===== src/rtl/s27_circuit.sv =====
// ISCAS'89 s27 benchmark: three D flip-flops around a fixed NOT/AND/OR/NAND/NOR
// network, with a combinational (Mealy) primary output G17.
module s27_circuit (
    input  logic CK,
    input  logic reset,
    input  logic G0,
    input  logic G1,
    input  logic G2,
    input  logic G3,
    output logic G17
);

    logic r_g5;
    logic r_g6;
    logic r_g7;

    logic w_g8;
    logic w_g9;
    logic w_g10;
    logic w_g11;
    logic w_g12;
    logic w_g13;
    logic w_g14;
    logic w_g15;
    logic w_g16;

    assign w_g14 = ~G0;
    assign w_g12 = ~(G1 | r_g7);
    assign w_g8  = w_g14 & r_g6;
    assign w_g15 = w_g12 | w_g8;
    assign w_g16 = G3 | w_g8;
    assign w_g9  = ~(w_g16 & w_g15);
    assign w_g11 = ~(r_g5 | w_g9);
    assign w_g10 = ~(w_g14 | w_g11);
    assign w_g13 = ~(G2 | w_g12);

    // Output is taken straight from the network; reset never gates it.
    assign G17 = ~w_g11;

    always_ff @(posedge CK) begin
        if (reset) begin
            r_g5 <= 1'b0;
            r_g6 <= 1'b0;
            r_g7 <= 1'b0;
        end else begin
            r_g5 <= w_g10;
            r_g6 <= w_g11;
            r_g7 <= w_g13;
        end
    end

endmodule


===== config.mk =====
export PLATFORM = sky130hd
export DESIGN_NAME = s27_circuit
export DESIGN_NICKNAME = d
export VERILOG_FILES = /design/src/rtl/s27_circuit.sv
export SDC_FILE = /design/constraint.sdc
export NUM_CORES = 1
export LEC_CHECK = 0
export BUFFER_PORTS_ARGS = -buffer_cell sky130_fd_sc_hd__clkbuf_2
export CORE_AREA = 2 2 39 41
export DETAILED_ROUTE_END_ITERATION = 10
export DIE_AREA = 0 0 41 43
export GPL_ROUTABILITY_DRIVEN = 0
export PLACE_DENSITY = 0.3
export SLEW_MARGIN = 5
export SYNTH_ARGS = -nofsm -noshare
export SYNTH_HDL_FRONTEND = slang
export SYNTH_SLANG_ARGS = --single-unit
export TNS_END_PERCENT = 50

===== constraint.sdc =====
create_clock -name CK -period 1.22 [get_ports CK]
set_input_delay 0.122 -clock CK [delete_from_list [all_inputs] [get_ports CK]]
set_output_delay 0.122 -clock CK [all_outputs]
set_load 0.005 [all_outputs]

==> flow_summary_export.csv, run 1 <==
group,metric,value,unit
worst_setup_path,crit_path_top_delay_cell,"dfxtp_2",
min_path,min_path_type,"primary input to register",
die,dieHeight,43,µm
detailed_routing,drc,0,
worst_setup_path,crit_fanout,3,
clock_tree,numCtsBuffers,3,
synthesis,synth-seq-area-share,49.5,%
clock_tree,htreeDepth,1,
worst_setup_path,cp.arrival,1.03,ns
finish,fin_nets,27,
synthesis,syn_area_per_cell,12.1,µm²
clock_tree,ctsHoldBuffers,0,
clock_tree,post_cts_resized,0,
timing,post-route-min-period,1.15,ns
clock_tree,cts_sinks,3,
pwr,powerDensity,1520,nW/µm²
die,row_count,14,
clock_tree,clockRootBuffer,"clkbuf_4",
run,maxCapViolations,0,
timing,slew_viol_final,0,
worst_setup_path,crit_path_start_kind,"register",
grt,grt_max_degree,4,
pwr,leakagePower,0.0934,nW
synthesis,yosys.area.top_type,"dfxtp_1",
detailed_routing,num_vias,115,
synthesis,async_flop_share,0,%
synthesis,yosysUniqueCellTypes,6,
detailed_routing,dr.pass1.iters,1,
place,portBuffers,6,
timing,final.setup_skew,0.00426,ns
detailed_routing,drt_iter0_drc,0,
synthesis,syn_area,121,µm²
pwr,peakVddDrop,0.000138,V
clock_tree,clkSlewWorstSetupHoldPaths,0.04,ns
finish,drive_gt1_share,60.0,%
grt,track_usage,5.11,%
synthesis,synthTopCellsByCount,"dfxtp_1, nor2_1, nor3b_1",
timing,fin_tns_setup,0,ns
grt,grt_overflow,0,
synthesis,synthCells,10,
die,die_area,1760,µm²
synthesis,ys_ff_latch,3,
die,ios,7,
die,die_w,41,µm
synthesis,synth_ff_type,"dfxtp_1",
outcome,status,"completed",
synthesis,synth_fp_nets,16,
synthesis,ys_top_cells_by_area,"dfxtp_1, nor4b_4, nor3b_1, o21ba_1, nor2_1",
timing,slew_headroom,83.8,%
clock_tree,post_cts_buffers,0,
synthesis,synth_edf_count,0,
timing,period_share,94.1,%
detailed_routing,wl_per_cell,8.89,µm
worst_setup_path,slowest_delay,0.33,ns
detailed_routing,final_antenna_net_count,0,
synthesis,synth_most_common_cell,"dfxtp_1",
finish,diodes,0,
timing,finalHoldViolations,0,
die,core,1380,µm²
worst_setup_path,critPathKind,"register to primary output",
grt,grt_antenna_before_repair,0,
finish,area_delta_synth_final,68.0,%
grt,grt_pass1_wl,469,µm
synthesis,synth_top_area_share,49.5,%
die,initial_utilization,8.77,%
timing,fmax,871,MHz
timing,fin_hold_ws,0.0443,ns
synthesis,ys_warn_count,0,
clock_tree,cts_tree,"done",
timing,rsz0062_at_grt,"false",
detailed_routing,via_per_inst,3.19,
worst_setup_path,cp-end-kind,"primary output",
detailed_routing,finalWirelength,320,µm
worst_setup_path,worstPathCellList,"nor4b_4, nor2_1, clkbuf_2",
timing,worstMarginPinSlew,0.241,ns
clock_tree,clockBufferDepth,2,
grt,first_global_vias,139,
worst_setup_path,cp.required,1.10,ns
timing,setup-violations-final,0,
clock_tree,worst_skew_pair.late_latency,0.23,ns
-- where the power goes --
part,internal [mW],leakage (nW),total (mW),switching (mW)
Sequential,0.104,0.0251,0.109,0.00450
Clock,0.123,0.0150,0.174,0.0513
Combinational,0.0164,0.0533,0.0270,0.0106
-- final timing paths --
kind | startpoint | endpoint | slack [ns] | depth (start not counted)
min reg2reg | r_g7 | r_g7 | 0.51 | 2
max reg2reg | r_g7 | r_g6 | 0.38 | 2
max | r_g7 | G17 | 0.07 | 3
min | G2 | r_g7 | 0.04 | 2
-- per-stage QoR --
| step | cells | util (%) | instance area, µm² | total power [mW] | worst slack [ns] |
|---|---|---|---|---|---|
| after global placement | 32 | 12.4 | 171 | 0.135 | 0.264 |
| after detailed placement | 32 | 12.4 | 171 | 0.136 | 0.263 |
| final | 36 | 14.7 | 204 | 0.310 | 0.0718 |
| after floorplan | 10 | - | 121 | 0.121 | 0.403 |
| after CTS | 36 | 14.3 | 198 | 0.319 | 0.00353 |
| after global routing | 36 | 14.7 | 204 | 0.330 | 0.00595 |
-- sequential cells by signal, summed over array words and instances, names as in the netlist --
signal  cells
r_g7        1
r_g6        1
r_g5        1
-- critical path, delay by kind of cell, from the launching register on --
family,cells,cell delay [ns]
simple gates,2,0.35
flops,1,0.33
buf+inv,1,0.11
-- layout make-up --
| type | instances | area, µm² |
|---|---|---|
| fillers | 160 | 1180 |
| repair buffers | 6 | 30.0 |
| well taps | 16 | 20.0 |
| flip-flops and latches | 3 | 61.3 |
| multi-input cells | 7 | 66.3 |
| clock buffers | 4 | 26.3 |
-- cells by family after synthesis --
kind of cell       after synthesis  share of synthesized area, %
AOI/OAI and AO/OA                1                          8.25
DFF                              3                          49.5
and+or+nand+nor                  6                          42.3
-- cell usage in the layout (no fill, tap or decap) --
cell,count
o21ba_1,1
nor4b_4,1
nor3_1,1
dfxtp_1,2
clkbuf_4,3
nor3b_1,1
nor3b_2,1
clkbuf_2,6
nor2_1,2
dfxtp_2,1
clkbuf_1,1
-- layer usage --
layer	vias up	routed length [µm]	GRT usage [%]
met5	-	0	0
met4	0	0	10.0
met3	0	41	2.09
met2	4	213	8.75
met1	55	65	1.27
li1	56	-	-
No activity file was read; power rests on OpenSTA's default activity.
==> inputs of run 2 (changes only) <==
--- a/config.mk
+++ b/config.mk
@@ -10,7 +10,7 @@
 export DETAILED_ROUTE_END_ITERATION = 10
 export DIE_AREA = 0 0 41 43
 export GPL_ROUTABILITY_DRIVEN = 0
-export PLACE_DENSITY = 0.3
+export PLACE_DENSITY = 0.32
 export SLEW_MARGIN = 5
 export SYNTH_ARGS = -nofsm -noshare
 export SYNTH_HDL_FRONTEND = slang
==> run 2 against run 1 <==
Against the previous run: critical path depth stayed put; critical path type unchanged; worst hold slack better by 0.0067 ns; via count is 6.1% lower; global-route usage is 0.70 points lower; cell count stayed put; first-iteration DRC count is 2 higher; utilization is 0.36 points lower; largest cell class is now sequential cells; combinational power is 3% lower.
==> flow_summary_export.csv, run 2 (synthesis results as in run 1) <==
group,metric,value,unit
detailed_routing,dr.pass1.iters,2,
clock_tree,clockBufferDepth,2,
clock_tree,cts_sinks,3,
place,dp_hpwl,218,µm
detailed_routing,finalWirelength,271,µm
worst_setup_path,slowest_delay,0.32,ns
min_path,min_path_type,"primary input to register",
worst_setup_path,crit_path_start_kind,"register",
timing,final.setup_skew,0.000551,ns
clock_tree,post_cts_buffers,0,
place,portBuffers,6,
worst_setup_path,crit_path_top_delay_cell,"dfxtp_2",
finish,top_regs,"r_g5: 1 flops, r_g6: 1 flops, r_g7: 1 flops",
timing,fmax,868,MHz
clock_tree,clockRootBuffer,"clkbuf_4",
grt,track_usage,4.41,%
worst_setup_path,cp.required,1.10,ns
finish,fillerInstances,151,
clock_tree,clkSlewWorstSetupHoldPaths,0.04,ns
timing,worstMarginPinSlew,0.246,ns
detailed_routing,via_per_inst,3.00,
worst_setup_path,cp.arrival,1.03,ns
finish,design_area,199,µm²
timing,fin_tns_setup,0,ns
die,ios,7,
pwr,powerDensity,1530,nW/µm²
timing,post-route-min-period,1.15,ns
worst_setup_path,crit_fanout,3,
timing,rsz0062_at_grt,"true",
timing,slew_headroom,83.5,%
place,placed_area,171,µm²
clock_tree,cts_tree,"done",
detailed_routing,drc,0,
timing,setup-violations-final,0,
timing,slew_viol_final,0,
finish,layout_common_cells,"clkbuf_2, clkbuf_4, nor3b_1, nor2_1, dfxtp_1",
die,die_area,1760,µm²
outcome,status,"completed",
finish,drive_gt1_share,55.0,%
clock_tree,worst_skew_pair.late_latency,0.23,ns
die,die_w,41,µm
die,initial_utilization,8.77,%
clock_tree,htreeDepth,1,
timing,period_share,94.4,%
worst_setup_path,critPathKind,"register to primary output",
pwr,peakVddDrop,0.000742,V
timing,finalHoldViolations,0,
grt,grt_antenna_before_repair,0,
grt,first_global_vias,113,
detailed_routing,final_antenna_net_count,0,
finish,diodes,0,
pwr,total_power,0.304,mW
detailed_routing,num_vias,108,
timing,fin_hold_ws,0.0510,ns
place,dp_cells,32,
finish,seq_area,61.3,µm²
worst_setup_path,cp-end-kind,"primary output",
finish,fin_nets,27,
finish,final_common_cell,"clkbuf_2",
grt,grt_pass1_wl,434,µm
finish,final_cells,36,
grt,grt_overflow,0,
detailed_routing,wl_per_cell,7.53,µm
grt,grt_max_degree,4,
die,dieHeight,43,µm
pwr,leakagePower,0.0915,nW
finish,area_delta_synth_final,63.9,%
clock_tree,numCtsBuffers,3,
worst_setup_path,critical_path_buf_inv_count,1,
run,maxCapViolations,0,
worst_setup_path,worstPathCellList,"nor4b_4, nor2_1, clkbuf_2",
finish,multi_input_area,61.3,µm²
die,core,1380,µm²
worst_setup_path,path_delay_family,"simple AND/OR/NAND/NOR gates",
detailed_routing,drt_iter0_drc,2,
die,row_count,14,
==> run 2: changes by cell type in the layout (fill, tap and decap cells not counted) <==
| cell | change |
|---|---|
| nor3b_1 | +1 |
| nor3b_2 | -1 |
==> run 2: what timing repair did <==
item                       CTS  global route
hold buffers                 0             0
resized for setup            0             1
setup endpoints to repair    0             1
==> run 2: power by group <==
group,switching [mW],total (mW),internal (mW),leakage [nW]
combinational,0.0101,0.0262,0.0161,0.0514
sequential,0.00381,0.108,0.104,0.0251
clock,0.0470,0.169,0.122,0.0150
==> run 2: worst paths after layout <==
kind | from | endpoint | slack [ns] | cells after the start
max reg2reg | r_g7 | r_g6 | 0.39 | 2
min | G2 | r_g7 | 0.05 | 2
min reg2reg | r_g7 | r_g7 | 0.51 | 2
max | r_g7 | G17 | 0.07 | 3
==> run 2: cell type report <==
| type | count | area share, % |
|---|---|---|
| Multi-Input combinational cell | 7 | 30.8 |
| Sequential cell | 3 | 30.8 |
| Clock buffer | 4 | 13.2 |
| Tap cell | 16 | 10.1 |
| Timing Repair Buffer | 6 | 15.1 |
==> run 2: stage by stage <==
stage,setup WS [ns],utilization (%)
global placement,0.277,12.4
floorplan,0.403,-
finish,0.0680,14.4
detailed placement,0.261,12.4
global route,-0.00637,14.4
CTS,0.00874,14.3
==> run 2: metal layers <==
metal  wire, µm  track usage (%)  vias to the layer above
li1           -                -                       57
met1        157             4.15                       44
met2         71             3.75                        7
met3         42             6.81                        0
met4          0             4.00                        0
met5          0                0                        -
